File: config.mk
export PLATFORM = sky130hd
export DESIGN_NAME = secded_encoder_tx
export DESIGN_NICKNAME = d
export VERILOG_FILES = /design/src/rtl/secded_encoder_tx.sv
export SDC_FILE = /design/constraint.sdc
export NUM_CORES = 1
export LEC_CHECK = 0
export CELL_PAD_IN_SITES_DETAIL_PLACEMENT = 1
export CELL_PAD_IN_SITES_GLOBAL_PLACEMENT = 1
export CORE_MARGIN = 8
export CORE_UTILIZATION = 40
export CTS_CLUSTER_DIAMETER = 120
export DETAILED_ROUTE_END_ITERATION = 8
export DONT_BUFFER_PORTS = 1
export PLACE_DENSITY = 0.81
export SKIP_LAST_GASP = 1
export SLEW_MARGIN = 5
export SYNTH_ARGS = -nofsm -noshare
export SYNTH_HDL_FRONTEND = slang
export SYNTH_SLANG_ARGS = --single-unit
File: constraint.sdc
create_clock -name clock -period 1.8 [get_ports clock]
set_clock_uncertainty 0.15 [all_clocks]
set_input_delay 0.36 -clock clock [delete_from_list [all_inputs] [get_ports clock]]
set_output_delay 0.36 -clock clock [all_outputs]
set_load 0.02 [all_outputs]
File: src/rtl/secded_encoder_tx.sv
// =============================================================================
// secded_encoder_tx : Hamming(12,8) + overall-parity SECDED encoder, serial TX
// Rev 1.0 - initial release
// =============================================================================
`timescale 1ns/1ps
`default_nettype none

module secded_encoder_tx (
    input  logic        clock,
    input  logic        reset,
    input  logic [7:0]  data_in,
    input  logic [12:0] flip_mask,
    input  logic        data_valid,
    output logic        data_ready,
    output logic        tx_bit,
    output logic        tx_frame,
    output logic        tx_first,
    output logic [12:0] tx_codeword,
    output logic [7:0]  frame_count
);

    localparam logic [3:0] LAST_IDX = 4'd12;

    typedef enum logic [0:0] {
        ST_IDLE  = 1'b0,
        ST_SHIFT = 1'b1
    } state_t;

    state_t      state_q, state_d;
    logic [3:0]  idx_q, idx_d;
    logic [12:0] frame_q, frame_d;
    logic [12:0] hold_q, hold_d;
    logic        hold_full_q, hold_full_d;
    logic [7:0]  count_q, count_d;

    logic        w_accept;
    logic [12:0] w_injected;

    // Parity bits sit at the power-of-two positions; bit 0 is overall parity.
    function automatic logic [12:0] encode(input logic [7:0] d);
        logic [12:0] c;
        c     = '0;
        c[3]  = d[0];
        c[5]  = d[1];
        c[6]  = d[2];
        c[7]  = d[3];
        c[9]  = d[4];
        c[10] = d[5];
        c[11] = d[6];
        c[12] = d[7];
        c[1]  = c[3] ^ c[5] ^ c[7] ^ c[9] ^ c[11];
        c[2]  = c[3] ^ c[6] ^ c[7] ^ c[10] ^ c[11];
        c[4]  = c[5] ^ c[6] ^ c[7] ^ c[12];
        c[8]  = c[9] ^ c[10] ^ c[11] ^ c[12];
        c[0]  = ^c[12:1];
        return c;
    endfunction

    assign data_ready = ~hold_full_q & ~reset;
    assign w_accept   = data_valid & data_ready;
    assign w_injected = encode(data_in) ^ flip_mask;

    always_comb begin
        state_d     = state_q;
        idx_d       = idx_q;
        frame_d     = frame_q;
        hold_d      = hold_q;
        hold_full_d = hold_full_q;
        count_d     = count_q;

        case (state_q)
            ST_IDLE: begin
                if (w_accept) begin
                    frame_d = w_injected;
                    idx_d   = 4'd0;
                    state_d = ST_SHIFT;
                end
            end
            ST_SHIFT: begin
                if (idx_q == LAST_IDX) begin
                    count_d = count_q + 8'd1;
                    idx_d   = 4'd0;
                    // A held word takes priority; data_ready is low while it is held.
                    if (hold_full_q) begin
                        frame_d     = hold_q;
                        hold_full_d = 1'b0;
                    end else if (w_accept) begin
                        frame_d = w_injected;
                    end else begin
                        state_d = ST_IDLE;
                    end
                end else begin
                    idx_d = idx_q + 4'd1;
                    if (w_accept) begin
                        hold_d      = w_injected;
                        hold_full_d = 1'b1;
                    end
                end
            end
            default: begin
                state_d = ST_IDLE;
                idx_d   = 4'd0;
            end
        endcase
    end

    always_ff @(posedge clock) begin
        if (reset) begin
            state_q     <= ST_IDLE;
            idx_q       <= 4'd0;
            frame_q     <= '0;
            hold_q      <= '0;
            hold_full_q <= 1'b0;
            count_q     <= 8'd0;
        end else begin
            state_q     <= state_d;
            idx_q       <= idx_d;
            frame_q     <= frame_d;
            hold_q      <= hold_d;
            hold_full_q <= hold_full_d;
            count_q     <= count_d;
        end
    end

    assign tx_frame    = (state_q == ST_SHIFT);
    assign tx_first    = (state_q == ST_SHIFT) && (idx_q == 4'd0);
    assign tx_bit      = (state_q == ST_SHIFT) && frame_q[idx_q];
    assign tx_codeword = frame_q;
    assign frame_count = count_q;

endmodule

`default_nettype wire

==> PnR_summary.wiki <==
{| class="wikitable"
! Metric !! Value
|-
| Result of the run || finished with violations
|-
| Violated checks || negative setup slack
|-
| Vert. Die Dim || 89.95 µm
|-
| Clock tree from TritonCTS || yes
|-
| Chip width || 89.95 µm
|-
| Vias in the first global route || 2162
|-
| Fraction of synthesis flops using an asynchronous set or reset pin || 0%
|-
| Register bit count reported by yosys || 40
|-
| Synth Warn # || 0
|-
| Post-Route WL || 7.982 mm
|-
| Timing-limited maximum frequency || 453.1 MHz
|-
| Slew at the pin closest to its max-slew limit || 473.5 ps
|-
| Overall die area || 8090 µm²
|-
| Vias per cell || 5.675
|-
| Total gr overflow || 0
|-
| Placed cell count || 322
|-
| Maximum number of pins on one net before global-route repair || 41
|-
| Number of antenna violations at the first check in global routing || 0
|-
| Number of standard-cell rows in the floorplan || 27
|-
| Internal power || 1.708 mW
|-
| Post-synth top area cell || sky130_fd_sc_hd__dfxtp_1
|-
| Data required time at the worst endpoint || 1290 ps
|-
| Clock slew at the register clock pins of the worst setup and hold paths || 80 ps
|-
| Drc violations || 0
|-
| Final hold viol count || 0
|-
| Residual antenna-violating net count after detailed routing || 0
|-
| Setup slack after layout || -406.8 ps
|-
| Post-synthesis sequential area ratio || 36.61%
|-
| Clock network power share || 34.2%
|-
| Share of cells above drive strength 1 || 39.56%
|-
| Post-route non-filler standard cell count || 345
|-
| Number of distinct library cells after synthesis || 42
|-
| Unrepaired setup endpoints after global routing || yes
|-
| Worst hold slack after final layout || 100.2 ps
|-
| Period utilisation layout || 122.6%
|-
| Average detailed-routed wire length per instance || 23.14 µm
|-
| Kind of cell adding the most delay to the critical path || multiplexers
|-
| Worst-case clock buffer depth || 2
|-
| Switching portion of total power || 29.02%
|-
| Tmin final || 2207 ps
|-
| Global placer's final weighted congestion || 0.7240
|-
| Area of all sequential standard cells || 804.5 µm²
|-
| H-Tree Depth || 2
|-
| Cells traversed along the worst timing path || mux4_2, mux2_2, o21ai_2, a21oi_2
|-
| Average size of a mapped cell || 9.593 µm²
|-
| Vias || 1958
|-
| Relative area change from synthesis to final layout || 37.36%
|-
| Power per cell area || 800.9 nW/µm²
|-
| Clock insertion delay at the later pin of the skew report || 310 ps
|-
| Inserted Diodes || 0
|-
| Ports || 49
|-
| Number of nets in the finished design || 299
|-
| Cell area after technology mapping || 2187 µm²
|-
| Layout filler cell count || 607
|-
| I/O Buffers || 0
|-
| Post-Synthesis Cells || 228
|-
| Element type at the critical path start || flip-flop
|-
| Cell with the most instances after synthesis || sky130_fd_sc_hd__dfxtp_1
|-
| Maximum net fanout on the critical path || 4
|-
| DRT Pass-1 Iters || 4
|-
| Leakage || 1.134 nW
|-
| Worst Path Class, Setup || reg -> out
|-
| Ranking of synthesized cells by area || sky130_fd_sc_hd__dfxtp_1 37%, sky130_fd_sc_hd__xnor2_1 8.4%, sky130_fd_sc_hd__nor2_1 5.8%
|-
| Commonest cells in the netlist || 40 x sky130_fd_sc_hd__dfxtp_1, 34 x sky130_fd_sc_hd__nor2_1, 21 x sky130_fd_sc_hd__xnor2_1
|-
| Number of clock buffers inserted by TritonCTS || 5
|-
| Buf+Inv Stages, Crit Path || 0
|-
| Area of the core region || 5405 µm²
|-
| Worst hold-check path type || in -> reg
|-
| Finish-stage setup viols || 32
|-
| Combinational Power Share || 25.6%
|-
| Total Routing Usage GR || 17.87%
|-
| Detailed placement HPWL || 4.849 mm
|-
| Arrival time at the worst endpoint || 1700 ps
|-
| Worst slew margin relative to its limit || 68.35%
|-
| Top cell type's share of synthesized area || 36.61%
|-
| Highest cell delay on the worst timing path || 520 ps
|-
| Max-cap violation count || 0
|-
| Iter 0 DRT Violations || 75
|-
| EDFF count, synth || 0
|-
| Library cell used as clock root buffer || sky130_fd_sc_hd__clkbuf_8
|-
| Sequential fraction of design power || 40.2%
|-
| Global-route wire length before repair || 11.54 mm
|-
| Top FF cell, synth || sky130_fd_sc_hd__dfxtp_1
|-
| Clock tree sinks || 40
|-
| Maximum resistive drop on vdd || 0.5662 mV
|-
| Area of combinational cells with multiple inputs || 1414 µm²
|-
| Nature of the critical path endpoint || output port
|-
| Post-Synthesis Net Count || 255
|-
| Cell at the slowest stage of the critical path || sky130_fd_sc_hd__mux4_2
|-
| Effective utilization at floorplan || 40.46%
|-
| Switching power total || 0.6982 mW
|-
| Number of pins exceeding their max-slew limit in the final report || 0
|}
-- stage by stage --
| stage | power [mW] | instance area (µm²) | utilization, % | worst slack, ps | setup TNS [ps] |
|---|---|---|---|---|---|
| global route | 2.476 | 3004 | 55.58 | -459.4 | -6237 |
| global placement | 1.428 | 2504 | 46.32 | -120.8 | -120.8 |
| finish | 2.406 | 3004 | 55.58 | -406.8 | -4071 |
| CTS | 2.348 | 2875 | 53.19 | -448.8 | -1772 |
| floorplan | 1.318 | 2202 | - | -126.6 | -126.6 |
| detailed placement | 1.454 | 2504 | 46.32 | -254.2 | -3361 |
-- layout make-up --
cell class	instances	share of cell area (%)
Multi-Input combinational cell	166	47.06
Sequential cell	40	26.78
Timing Repair Buffer	56	18.49
Clock buffer	7	3.207
Tap cell	72	2.999
Clock inverter	1	0.9996
Inverter	3	0.4581
-- power groups by stage --
stage                     clock (mW)  combinational (mW)  sequential, mW
after floorplan                    0               0.308            1.01
after detailed placement           0               0.470           0.984
after global placement             0               0.450           0.979
after global routing           0.862               0.643           0.971
final                          0.824               0.615           0.967
after CTS                      0.829               0.555           0.964
-- final timing paths --
kind	from	endpoint	slack, ps	cells after the start
setup / recovery	idx_q[0]$_SDFFE_PP0P_	tx_bit	-410	4
hold / removal	data_valid	hold_full_q$_SDFFE_PP0P_	100	2
setup reg to reg	idx_q[0]$_SDFFE_PP0P_	tx_codeword[1]$_SDFFE_PP0P_	-260	10
hold reg to reg	frame_count[1]$_SDFFE_PP0P_	frame_count[1]$_SDFFE_PP0P_	360	2
-- cells by family after synthesis --
group,after synthesis,synth area share (%)
AOI/OAI and AO/OA,54,20.77
xor gates and xnor gates,31,14.99
adders and majority gates,3,1.716
buffers and inverters,22,5.778
DFF,40,36.61
muxes,9,5.320
and+or+nand+nor,69,14.82
-- routing by layer --
layer / GRT usage [%] / wire, µm
met1: 17.92 / 2972
met2: 32.45 / 4179
met3: 6.567 / 493
met4: 7.490 / 336
met5: 0 / 0
-- repair_timing --
item                                    in CTS  in global routing
pin swaps                                   16                 20
setup buffers                                6                  5
gates resized for setup                     27                 23
hold buffers                                 1                  0
endpoints found under the setup margin      39                 38
endpoints found under the hold margin       40                  0
cloned                                       3                  0
-- state kept, by name (all words and copies together) (netlist names) --
name         count
hold_full_q      1
hold_q          13
tx_codeword     13
tx_frame         1
idx_q            4
frame_count      8
-- cells in the final DEF, fill, tap and decap left out, types with 4 or more instances in the layout --
master / instances
sky130_fd_sc_hd__buf_4: 41
sky130_fd_sc_hd__nor3_2: 4
sky130_fd_sc_hd__buf_6: 8
sky130_fd_sc_hd__nor2_1: 31
sky130_fd_sc_hd__a21oi_2: 4
sky130_fd_sc_hd__a2bb2oi_1: 7
sky130_fd_sc_hd__nor3_1: 4
sky130_fd_sc_hd__a21oi_1: 6
sky130_fd_sc_hd__nand2_1: 11
sky130_fd_sc_hd__a211oi_2: 13
sky130_fd_sc_hd__dfxtp_1: 39
sky130_fd_sc_hd__mux2i_1: 6
sky130_fd_sc_hd__xnor2_1: 21
sky130_fd_sc_hd__o22ai_1: 5
sky130_fd_sc_hd__xor2_1: 6
sky130_fd_sc_hd__nand4_1: 4
sky130_fd_sc_hd__clkbuf_8: 7
No activity file was read; power rests on OpenSTA's default activity.
